## src/rtl/a23_io_pkg.sv

```systemverilog
// Shared definitions for the a23 character output port: register map, STATUS and CTRL layout.
package a23_io_pkg;

  localparam logic [31:0] IO_BASE_ADR = 32'h1000_0000;

  // Register index taken from address bits [3:2]
  typedef enum logic [1:0] {
    IO_DATA   = 2'd0,
    IO_STATUS = 2'd1,
    IO_CTRL   = 2'd2,
    IO_RSVD   = 2'd3
  } io_reg_e;

  localparam int unsigned STATUS_EMPTY     = 0;
  localparam int unsigned STATUS_FULL      = 1;
  localparam int unsigned STATUS_EOF       = 2;
  localparam int unsigned STATUS_COUNT_LSB = 8;

  localparam int unsigned CTRL_CLR_EOF = 0;
  localparam int unsigned CTRL_FLUSH   = 1;

  // Pack the STATUS register word
  function automatic logic [31:0] io_status_word(logic [7:0] count, logic eof, logic full,
                                                 logic empty);
    logic [31:0] word;
    word                             = '0;
    word[STATUS_COUNT_LSB +: 8]      = count;
    word[STATUS_EOF]                 = eof;
    word[STATUS_FULL]                = full;
    word[STATUS_EMPTY]               = empty;
    return word;
  endfunction

endpackage

```

## src/rtl/a23_wb_io_port_if.sv

```systemverilog
// Wishbone slave bus plus the byte-stream consumer side of the character output port.
interface a23_wb_io_port_if;
  logic [31:0] i_wb_adr;
  logic [3:0]  i_wb_sel;
  logic        i_wb_we;
  logic [31:0] i_wb_dat;
  logic [31:0] o_wb_dat;
  logic        i_wb_cyc;
  logic        i_wb_stb;
  logic        o_wb_ack;
  logic        o_wb_err;
  logic        o_out_valid;
  logic [7:0]  o_out_data;
  logic        i_out_ready;
  logic        o_eof;

  modport slave (
    input  i_wb_adr, i_wb_sel, i_wb_we, i_wb_dat, i_wb_cyc, i_wb_stb, i_out_ready,
    output o_wb_dat, o_wb_ack, o_wb_err, o_out_valid, o_out_data, o_eof
  );

  modport master (
    output i_wb_adr, i_wb_sel, i_wb_we, i_wb_dat, i_wb_cyc, i_wb_stb, i_out_ready,
    input  o_wb_dat, o_wb_ack, o_wb_err, o_out_valid, o_out_data, o_eof
  );
endinterface

```

## src/rtl/a23_sync_fifo.sv

```systemverilog
// Synchronous FIFO with flush and a registered head word (o_head is valid whenever !o_empty).
module a23_sync_fifo #(
  parameter int unsigned WIDTH = 8,
  parameter int unsigned DEPTH = 16,
  parameter int unsigned AW    = 4
) (
  input  logic             i_clk,
  input  logic             i_rst,
  input  logic             i_push,
  input  logic [WIDTH-1:0] i_wdata,
  input  logic             i_pop,
  input  logic             i_flush,
  output logic             o_full,
  output logic             o_empty,
  output logic [AW:0]      o_count,
  output logic [WIDTH-1:0] o_head
);

  logic [WIDTH-1:0] mem_q [DEPTH];
  logic [AW-1:0]    wr_ptr_q, rd_ptr_q, rd_ptr_inc;
  logic [AW:0]      count_q;
  logic [WIDTH-1:0] head_q, head_d;
  logic             do_push, do_pop;

  assign o_full     = (count_q == (AW+1)'(DEPTH));
  assign o_empty    = (count_q == '0);
  assign do_pop     = i_pop & ~o_empty;
  // A pop in the same cycle frees the slot a full FIFO needs
  assign do_push    = i_push & (~o_full | do_pop);
  assign rd_ptr_inc = rd_ptr_q + AW'(1);

  // Next head: the pushed word lands straight in the head register when it becomes the oldest entry
  always_comb begin
    head_d = head_q;
    if (do_pop) begin
      if (count_q == (AW+1)'(1)) head_d = i_wdata;
      else                       head_d = mem_q[rd_ptr_inc];
    end else if (do_push && o_empty) begin
      head_d = i_wdata;
    end
  end

  // Pointer, occupancy and head update; flush overrides any pop
  always_ff @(posedge i_clk) begin
    if (i_rst || i_flush) begin
      wr_ptr_q <= '0;
      rd_ptr_q <= '0;
      count_q  <= '0;
      head_q   <= '0;
    end else begin
      wr_ptr_q <= wr_ptr_q + AW'(do_push);
      rd_ptr_q <= rd_ptr_q + AW'(do_pop);
      count_q  <= count_q + (AW+1)'(do_push) - (AW+1)'(do_pop);
      head_q   <= head_d;
    end
  end

  // Storage array, no reset needed
  always_ff @(posedge i_clk) begin
    if (do_push && !i_flush) mem_q[wr_ptr_q] <= i_wdata;
  end

  assign o_count = count_q;
  assign o_head  = head_q;

endmodule

```

## src/rtl/a23_wb_io_port.sv

```systemverilog
// Wishbone slave for the character output port: register decode, wait states, eof flag, read mux.
module a23_wb_io_port
  import a23_io_pkg::*;
#(
  parameter logic [31:0] BASE_ADR   = IO_BASE_ADR,
  parameter int unsigned FIFO_DEPTH = 16,
  parameter int unsigned FIFO_AW    = 4
) (
  input logic             i_clk,
  input logic             i_rst,
  a23_wb_io_port_if.slave bus
);

  logic              ack_q, err_q, eof_q;
  logic [31:0]       dat_q;
  io_reg_e           offset;
  logic              in_window, req, data_wr, data_zero, push_req, stall, push, pop;
  logic              set_eof, ctrl_wr, clr_eof, flush, bad_acc, rd_status;
  logic              fifo_full, fifo_empty;
  logic [FIFO_AW:0]  fifo_count;
  logic [7:0]        fifo_head;
  logic [31:0]       status_word;
  logic              unused_ok;

  assign unused_ok = ^{bus.i_wb_adr[1:0], bus.i_wb_sel[3:1]};

  // Decode of the current request; ack_q blocks a second request on the ack cycle
  always_comb begin
    offset      = io_reg_e'(bus.i_wb_adr[3:2]);
    in_window   = (bus.i_wb_adr[31:4] == BASE_ADR[31:4]);
    req         = bus.i_wb_cyc & bus.i_wb_stb & ~ack_q;
    data_zero   = (bus.i_wb_dat == '0);
    data_wr     = req & bus.i_wb_we & in_window & (offset == IO_DATA) & bus.i_wb_sel[0];
    push_req    = data_wr & ~data_zero;
    pop         = ~fifo_empty & bus.i_out_ready;
    stall       = push_req & fifo_full & ~pop;
    push        = push_req & ~stall;
    set_eof     = data_wr & data_zero;
    ctrl_wr     = req & bus.i_wb_we & in_window & (offset == IO_CTRL);
    clr_eof     = ctrl_wr & bus.i_wb_dat[CTRL_CLR_EOF];
    flush       = ctrl_wr & bus.i_wb_dat[CTRL_FLUSH];
    // Anything outside the window is treated like the reserved slot rather than left hanging
    bad_acc     = req & (~in_window | (offset == IO_RSVD));
    rd_status   = req & ~bus.i_wb_we & in_window & (offset == IO_STATUS);
    status_word = io_status_word(8'(fifo_count), eof_q, fifo_full, fifo_empty);
  end

  // Registered bus response and sticky end-of-output flag
  always_ff @(posedge i_clk) begin
    if (i_rst) begin
      ack_q <= 1'b0;
      err_q <= 1'b0;
      dat_q <= '0;
      eof_q <= 1'b0;
    end else begin
      ack_q <= req & ~stall;
      err_q <= bad_acc;
      dat_q <= rd_status ? status_word : '0;
      if (set_eof)      eof_q <= 1'b1;
      else if (clr_eof) eof_q <= 1'b0;
    end
  end

  a23_sync_fifo #(
    .WIDTH (8),
    .DEPTH (FIFO_DEPTH),
    .AW    (FIFO_AW)
  ) u_fifo (
    .i_clk   (i_clk),
    .i_rst   (i_rst),
    .i_push  (push),
    .i_wdata (bus.i_wb_dat[7:0]),
    .i_pop   (pop),
    .i_flush (flush),
    .o_full  (fifo_full),
    .o_empty (fifo_empty),
    .o_count (fifo_count),
    .o_head  (fifo_head)
  );

  assign bus.o_wb_ack    = ack_q;
  assign bus.o_wb_err    = err_q;
  assign bus.o_wb_dat    = dat_q;
  assign bus.o_eof       = eof_q;
  assign bus.o_out_valid = ~fifo_empty;
  assign bus.o_out_data  = fifo_head;

endmodule

```

## src/flat_wrapper.sv

```systemverilog
// flat-port wrapper written by rule: the top's interface ports become plain ports
module a23_wb_io_port_flat import a23_io_pkg::*;
#(
  parameter logic [31:0] BASE_ADR   = IO_BASE_ADR,
  parameter int unsigned FIFO_DEPTH = 16,
  parameter int unsigned FIFO_AW    = 4
)
  (i_clk, i_rst, bus_i_wb_adr, bus_i_wb_sel, bus_i_wb_we, bus_i_wb_dat, bus_i_wb_cyc, bus_i_wb_stb, bus_i_out_ready, bus_o_wb_dat, bus_o_wb_ack, bus_o_wb_err, bus_o_out_valid, bus_o_out_data, bus_o_eof);
  a23_wb_io_port_if bus_i ();
  input logic i_clk;
  input logic i_rst;
  input wire logic [$bits(bus_i.i_wb_adr)-1:0] bus_i_wb_adr;
  input wire logic [$bits(bus_i.i_wb_sel)-1:0] bus_i_wb_sel;
  input wire logic [$bits(bus_i.i_wb_we)-1:0] bus_i_wb_we;
  input wire logic [$bits(bus_i.i_wb_dat)-1:0] bus_i_wb_dat;
  input wire logic [$bits(bus_i.i_wb_cyc)-1:0] bus_i_wb_cyc;
  input wire logic [$bits(bus_i.i_wb_stb)-1:0] bus_i_wb_stb;
  input wire logic [$bits(bus_i.i_out_ready)-1:0] bus_i_out_ready;
  output wire logic [$bits(bus_i.o_wb_dat)-1:0] bus_o_wb_dat;
  output wire logic [$bits(bus_i.o_wb_ack)-1:0] bus_o_wb_ack;
  output wire logic [$bits(bus_i.o_wb_err)-1:0] bus_o_wb_err;
  output wire logic [$bits(bus_i.o_out_valid)-1:0] bus_o_out_valid;
  output wire logic [$bits(bus_i.o_out_data)-1:0] bus_o_out_data;
  output wire logic [$bits(bus_i.o_eof)-1:0] bus_o_eof;
  assign bus_i.i_wb_adr = bus_i_wb_adr;
  assign bus_i.i_wb_sel = bus_i_wb_sel;
  assign bus_i.i_wb_we = bus_i_wb_we;
  assign bus_i.i_wb_dat = bus_i_wb_dat;
  assign bus_i.i_wb_cyc = bus_i_wb_cyc;
  assign bus_i.i_wb_stb = bus_i_wb_stb;
  assign bus_i.i_out_ready = bus_i_out_ready;
  assign bus_o_wb_dat = bus_i.o_wb_dat;
  assign bus_o_wb_ack = bus_i.o_wb_ack;
  assign bus_o_wb_err = bus_i.o_wb_err;
  assign bus_o_out_valid = bus_i.o_out_valid;
  assign bus_o_out_data = bus_i.o_out_data;
  assign bus_o_eof = bus_i.o_eof;
  a23_wb_io_port #(.BASE_ADR(BASE_ADR), .FIFO_DEPTH(FIFO_DEPTH), .FIFO_AW(FIFO_AW)) u_core (.i_clk(i_clk), .i_rst(i_rst), .bus(bus_i));
endmodule
```

## config.mk

```make
export PLATFORM = sky130hd
export DESIGN_NAME = a23_wb_io_port_flat
export DESIGN_NICKNAME = d
export VERILOG_FILES = /design/src/rtl/a23_io_pkg.sv /design/src/rtl/a23_wb_io_port_if.sv /design/src/rtl/a23_sync_fifo.sv /design/src/rtl/a23_wb_io_port.sv /design/src/flat_wrapper.sv
export SDC_FILE = /design/constraint.sdc
export NUM_CORES = 1
export LEC_CHECK = 0
export BUFFER_PORTS_ARGS = -buffer_cell sky130_fd_sc_hd__clkbuf_2
export CAP_MARGIN = 20
export CELL_PAD_IN_SITES_DETAIL_PLACEMENT = 0
export CELL_PAD_IN_SITES_GLOBAL_PLACEMENT = 1
export CORE_ASPECT_RATIO = 1.4
export CORE_MARGIN = 4
export CORE_UTILIZATION = 42
export CTS_CLUSTER_SIZE = 28
export DETAILED_ROUTE_END_ITERATION = 6
export PLACE_DENSITY = 0.86
export SETUP_SLACK_MARGIN = 0.15
export SLEW_MARGIN = 15
export SYNTH_ARGS = -nofsm -noshare
export SYNTH_HDL_FRONTEND = slang
export SYNTH_SLANG_ARGS = --single-unit
```

## constraint.sdc

```tcl
create_clock -name i_clk -period 3.5 [get_ports i_clk]
set_clock_uncertainty 0.15 [all_clocks]
set_input_delay 0.525 -clock i_clk [delete_from_list [all_inputs] [get_ports i_clk]]
set_output_delay 0.525 -clock i_clk [all_outputs]
set_load 0.01 [all_outputs]
```

* After elaboration in Yosys (flattened, before gate mapping) *
Memories as Yosys holds them, arrays and structs flattened.
Cells that the tools add are included.

storage, ports and cells
  memory bits (writable) = 128
  input port bits = 74
  output and inout bits = 44
  memories = 1
  register bits = 56

cells by class
  reduce and logical (&&, ||, !) cells = 10
  equality and inequality tests = 6
  bitwise logic cells = 33
  mux-type cells = 7
  add/subtract/negate cells = 5

memory list
  memory               words  width  read ports  clocked after Yosys merged registers in  wr ports  line                 source
  u_core.u_fifo.mem_q  16     8      1           0                                        1         a23_sync_fifo.sv:19  logic [WIDTH-1:0] mem_q [DEPTH];

operator list
  kind                    number
  $logic_not A32 Y1       1
  $eq A28 B25 Y1 const B  1
  $mux W8                 3
  $and A1 B1 Y1           22
  $not A1 Y1              9
  $add A4 B1 Y4           2
  $add A5 B1 Y5           1
  $eq A5 B1 Y1 const B    1
  $eq A5 B5 Y1 const B    1
  $logic_not A5 Y1        1
  $sub A5 B1 Y5           1
  $add A4 B1 Y4 const B   1
  $eq A2 B2 Y1 const B    2
  $mux W1                 4
  $reduce_bool A2 Y1      2
  $eq A2 B1 Y1 const B    1
  $logic_and A1 B1 Y1     2
  $logic_not A2 Y1        1
  $or A1 B1 Y1            2
  $reduce_or A2 Y1        1
  $logic_not A1 Y1        1
  $logic_or A1 B1 Y1      1

* Depth between registers and ports, before layout *
  depth in word-level cells = 15
  mapped depth = 16

* By module *
A second synthesis with hierarchy kept.

second synthesis, totals
  cells, all modules = 415
  area total of the unflattened synthesis = 6780.3 µm²

modules (own cells, without submodules)
  module          cells each  area each (µm²)  times used
  a23_sync_fifo   330         6050.8           1
  a23_wb_io_port  85          729.4            1

* Worst setup path after synthesis *
No wires, ideal clock.

  path kind = input to register
  start = input port bus_i_wb_adr[27]
  end = register u_core.u_fifo.count_q[4], in the netlist u_core.u_fifo.o_count[4]
  path slack = 0.180 ns
  data required time = 3.235 ns
  data arrival time = 3.056 ns
  stages on the path = 14
  buffers on the path = 1
  setup time = 0.115 ns
  cell sequence = nor4b_1 > nand3_1 > and4bb_2 > nand3b_2 > clkbuf_1 > ha_1 > inv_1 > ha_1 > fa_1 > a21oi_1 > nor2_1 > nor2_1 > xnor2_1 > nor2_1

between the ends
  cells in the longest elaborated chain, start to end = 12
  elaborated cells on any way between the ends = 15
  classes of those cells = add/sub: 2; eq/ne: 1; bitwise: 11; reduce/logical: 1

ends and longest elaborated chain
  what                        line                                        source
  start: declaration          flat_wrapper.sv:12                          input wire logic [$bits(bus_i.i_wb_adr)-1:0] bus_i_wb_adr;
  $eq A28 B25 Y1 *            a23_wb_io_port.sv:30                        in_window = (bus.i_wb_adr[31:4] == BASE_ADR[31:4]);
  $and A1 B1 Y1 *             a23_wb_io_port.sv:33, a23_wb_io_port.sv:39
  $and A1 B1 Y1 (2 in a row)  a23_wb_io_port.sv:33                        data_wr = req & bus.i_wb_we & in_window & (offset == IO_DATA) & bus.i_wb_sel[0];
  $and A1 B1 Y1               a23_wb_io_port.sv:34                        push_req = data_wr & ~data_zero;
  $and A1 B1 Y1 (2 in a row)  a23_wb_io_port.sv:36                        stall = push_req & fifo_full & ~pop;
  $not A1 Y1                  a23_wb_io_port.sv:37                        push = push_req & ~stall;
  $and A1 B1 Y1               a23_wb_io_port.sv:37
  $and A1 B1 Y1               a23_sync_fifo.sv:29                         assign do_push = i_push & (~o_full | do_pop);
  $add A5 B1 Y5               a23_sync_fifo.sv:53                         count_q <= count_q + (AW+1)'(do_push) - (AW+1)'(do_pop);
  $sub A5 B1 Y5               a23_sync_fifo.sv:53
  end signal: assignment      a23_sync_fifo.sv:53
  end: declaration            a23_sync_fifo.sv:21                         logic [AW:0] count_q;

Mark *: on every way between the ends. The rest lies on a longest branch, timed or not.
A chain may end at the register's enable or synchronous reset.

* Final worst setup path *
  start = register u_core.ack_q, in the netlist u_core.bus.o_wb_ack
  end = register u_core.u_fifo.count_q[4], in the netlist u_core.u_fifo.o_count[4]

between the ends
  cells in the longest elaborated chain, start to end = 14
  elaborated cells on any way between the ends = 17
  classes of those cells = add/sub: 2; bitwise: 14; reduce/logical: 1

ends and longest elaborated chain
  what                          line                                        source
  start: declaration            a23_wb_io_port.sv:14                        logic ack_q, err_q, eof_q;
  start signal: assignment      a23_wb_io_port.sv:56                        ack_q <= req & ~stall;
  $not A1 Y1 *                  a23_wb_io_port.sv:31                        req = bus.i_wb_cyc & bus.i_wb_stb & ~ack_q;
  $and A1 B1 Y1 *               a23_wb_io_port.sv:31
  $and A1 B1 Y1 * (2 in a row)  a23_wb_io_port.sv:33, a23_wb_io_port.sv:39
  $and A1 B1 Y1 (2 in a row)    a23_wb_io_port.sv:33
  $and A1 B1 Y1                 a23_wb_io_port.sv:34
  $and A1 B1 Y1 (2 in a row)    a23_wb_io_port.sv:36
  $not A1 Y1                    a23_wb_io_port.sv:37
  $and A1 B1 Y1                 a23_wb_io_port.sv:37
  $and A1 B1 Y1                 a23_sync_fifo.sv:29
  $add A5 B1 Y5                 a23_sync_fifo.sv:53
  $sub A5 B1 Y5                 a23_sync_fifo.sv:53

Marks and branches as above.

==> reports/metrics.cfg <==
[final_layout]
nFillCells = 1274
drive_gt1_share_pct = 35.13
diodes = 0
area_growth_pct = 18.42
final_nets = 631

[routing]
drt_iter0_drc = 255
wirelength_um = 15040
ant_nets = 0
dr.pass1.iters = 4
top_layer_used = met4
dr_wl_met2_um = 8592
drc = 0
dr_total_vias = 4101
wl_met3_um = 1102
vias_per_cell = 5.417
wl_met1_um = 4892
wl_per_cell_um = 19.87

[clock_tree]
cts.repair.resized = 0
cts_buffers = 17
cts_hold_buf = 0
cts_sinks = 160
cts_buffer_depth = 2
cts_root_buf = clkbuf_16
worstSkewPairLatency_ns = 0.42
cts_tree = built
post_cts_buffers = 0
h-tree-depth = 4
clkTransAtPathRegs_ns = 0.06

[worst_setup_path]
reg2reg_to = u_core.u_fifo.o_count[4]
cp.required_ns = 3.64
crit_top_cell = nor2_1
reg2reg_from = u_core.bus.o_wb_ack
slowest_stage = fa_1
end_kind = flip-flop
startpoint_type = flip-flop
crit_buf_inv = 1
r2r_cells = 13
crit_path_max_incr_delay_ns = 0.43
timing_worst_setup_path_type = reg2reg
cp.depth = 13
worstPathMaxFanout = 3
crit_family = simple AND/OR/NAND/NOR gates
critPathArrivalTime_ns = 3.22
rrSetupSlack_ns = 0.42
crit_chain = nand3b_1 -> nor3b_1 -> and4bb_2 -> nand3b_2 -> ha_1 -> inv_1 -> ha_1 -> fa_1 -> a21oi_1 -> nor2_1 -> nor2_1 -> xnor2_1 -> nor2_1

[global_routing]
grt_use_total_pct = 16.65
grt_pass1_wl_um = 22740
grt.overflow.total = 0
antenna_found_initial = 0
grt_pass1_vias = 4190
grt_max_degree = 33

[floorplanning]
io_pins = 118
core.rowCount = 55
die_x_um = 116.5
coreArea_sq_um = 16170
start_util_pct = 42.81
fp.dieH_um = 159.9
dieArea_sq_um = 18630

[logic_synthesis]
ys_types = 48
synth_top_family_by_area = multiplexers
synth.area.mux_share_pct = 12.00
syn-cell-area_sq_um = 6923
synth_edf_count = 128
yosysSeqAreaShare_pct = 64.77
yosys.area.top_type_share_pct = 55.52
synth_xor_area_share_pct = 1.482
avgSynthCellArea_sq_um = 16.33
ys.flop_type = edfxtp_1
yosys_warnings = 0
yosys.area_share.adder_pct = 2.277
ys_seq_elements = 160
synth_compound_area_share_pct = 4.880
async_reset_ff_share_pct = 0
yosysTopAreaCell = edfxtp_1
synthCells = 424
synth.area.top_cells = edfxtp_1, dfxtp_1, mux4_2
synthSimpleGateAreaFrac_pct = 8.585

[placement]
port_buffers = 88
hpwlAfterDp_um = 10820
gp_congestion = 0.7792

[sta]
rsz0062_at_grt = no
setup_viol_count_final = 0
min_period_ns = 3.075
finalSetupTns_ns = 0
relSlewSlack_pct = 50.36
hold_violations = 0
fin_crit_sh_pct = 87.86
worstMarginPinSlew_ns = 0.7440
max_freq_mhz = 325.2
slew_viol_final = 0

[power]
power.density_cell_area_nw_per_um2 = 651.4
power.leakage_uw = 0.003003
vdd_drop_max_v = 0.0003823
total_power_uw = 5340

[outcome]
run_status = finished clean

[hold_path]
hold_start = i_rst
hold_end = u_core.bus.o_eof
hold_path_depth = 2
hold_class = in2reg

[job]
cap_violations = 0

[power breakdown]
| part | leakage [uW] | internal, uW | switching, uW |
|---|---|---|---|
| registers | 0.00141 | 2120 | 57.7 |
| clock network | 0.000293 | 1100 | 749 |
| logic | 0.00130 | 645 | 669 |
[cells by family (layout without fill, tap and decap cells)]
family | count (synthesis) | after routing
flops | 160 | 160
simple gates | 102 | 102
buf+inv | 56 | 167
compound gates | 43 | 43
mux | 40 | 40
fa+ha+maj | 12 | 12
xor+xnor | 10 | 10
other cells | 1 | 24
[through the flow]
| step | hold slack (ns) | util [%] | cells | setup WS (ns) | instance area (sq um) |
|---|---|---|---|---|---|
| global route | 0.1424 | 50.69 | 757 | 0.2578 | 8198 |
| global placement | 0.3203 | 46.89 | 724 | 0.1241 | 7584 |
| detailed placement | 0.3370 | 46.89 | 724 | 0.02398 | 7584 |
| CTS | 0.1315 | 50.62 | 756 | 0.3903 | 8185 |
| floorplan | 0.3081 | - | 447 | 0.1798 | 7009 |
| finish | 0.1530 | 50.69 | 757 | 0.4248 | 8198 |
[registers in the layout, summed over array words and instances, names as in the netlist]
register / cells
u_core.u_fifo.o_head: 8
u_core.u_fifo.rd_ptr_q: 4
u_core.u_fifo.wr_ptr_q: 4
u_core.u_fifo.o_count: 5
u_core.u_fifo.mem_q: 128
u_core.bus.o_wb_ack: 1
u_core.bus.o_wb_err: 1
u_core.bus.o_wb_dat: 8
u_core.bus.o_eof: 1
[cell type report]
class / count / area, sq um / share of cell area [%]
tap: 199 / 249.0 / 3.037
multi-input combinational: 231 / 2118 / 25.84
inverter: 13 / 48.80 / 0.5952
timing repair buffer: 122 / 695.7 / 8.486
clock inverter: 13 / 148.9 / 1.816
sequential: 160 / 4484 / 54.70
clock buffer: 19 / 452.9 / 5.525
[synth_stat cells, types with 2 or more instances]
cell type  number
edfxtp_1      128
inv_1          13
a311oi_1        8
nor3b_1         2
nand2_1        15
nor4_1         19
a211o_1         8
a211oi_1       16
ha_1           11
clkbuf_1        4
mux4_2         24
buf_6           5
nor2b_1         3
and2_1          7
xor2_2          2
and2b_2         7
nor2_1         18
or2_2           2
nor4b_1         5
nor3_1          8
mux4_1          8
mux2i_1         8
a21oi_1         4
clkbuf_8        5
buf_4          27
nand3_1         4
and4_1          2
dfxtp_1        32
nand2b_1        4
xor2_1          3
xnor2_1         5
[layout by cell type, fill, tap and decap left out, types with 16 or more instances in the layout]
cell / n
edfxtp_1: 128
clkbuf_2: 88
buf_4: 34
nor4_1: 19
clkbuf_16: 17
a211oi_1: 16
mux4_2: 24
conb_1: 24
dfxtp_1: 32
nor2_1: 18
[worst max path at each step]
stage	from	endpoint	slack [ns]
2_1_floorplan	bus_i_wb_adr[27]	u_core.u_fifo.o_count[4]	0.18
3_3_place_gp	bus_i_wb_adr[27]	u_core.u_fifo.o_count[4]	0.12
3_5_place_dp	bus_i_wb_adr[19]	u_core.u_fifo.o_count[4]	0.02
4_1_cts	u_core.u_fifo.o_count[2]	u_core.u_fifo.o_count[4]	0.39
5_1_grt	u_core.bus.o_wb_ack	u_core.u_fifo.o_count[4]	0.26
6_report	u_core.bus.o_wb_ack	u_core.u_fifo.o_count[4]	0.42
[routing by layer]
metal / track usage (%) / vias to the layer above
li1: - / 1861
met5: 0 / -
met3: 3.677 / 27
met4: 7.652 / 0
met1: 16.13 / 2031
met2: 32.08 / 182
(Power assumes the default switching activity.)
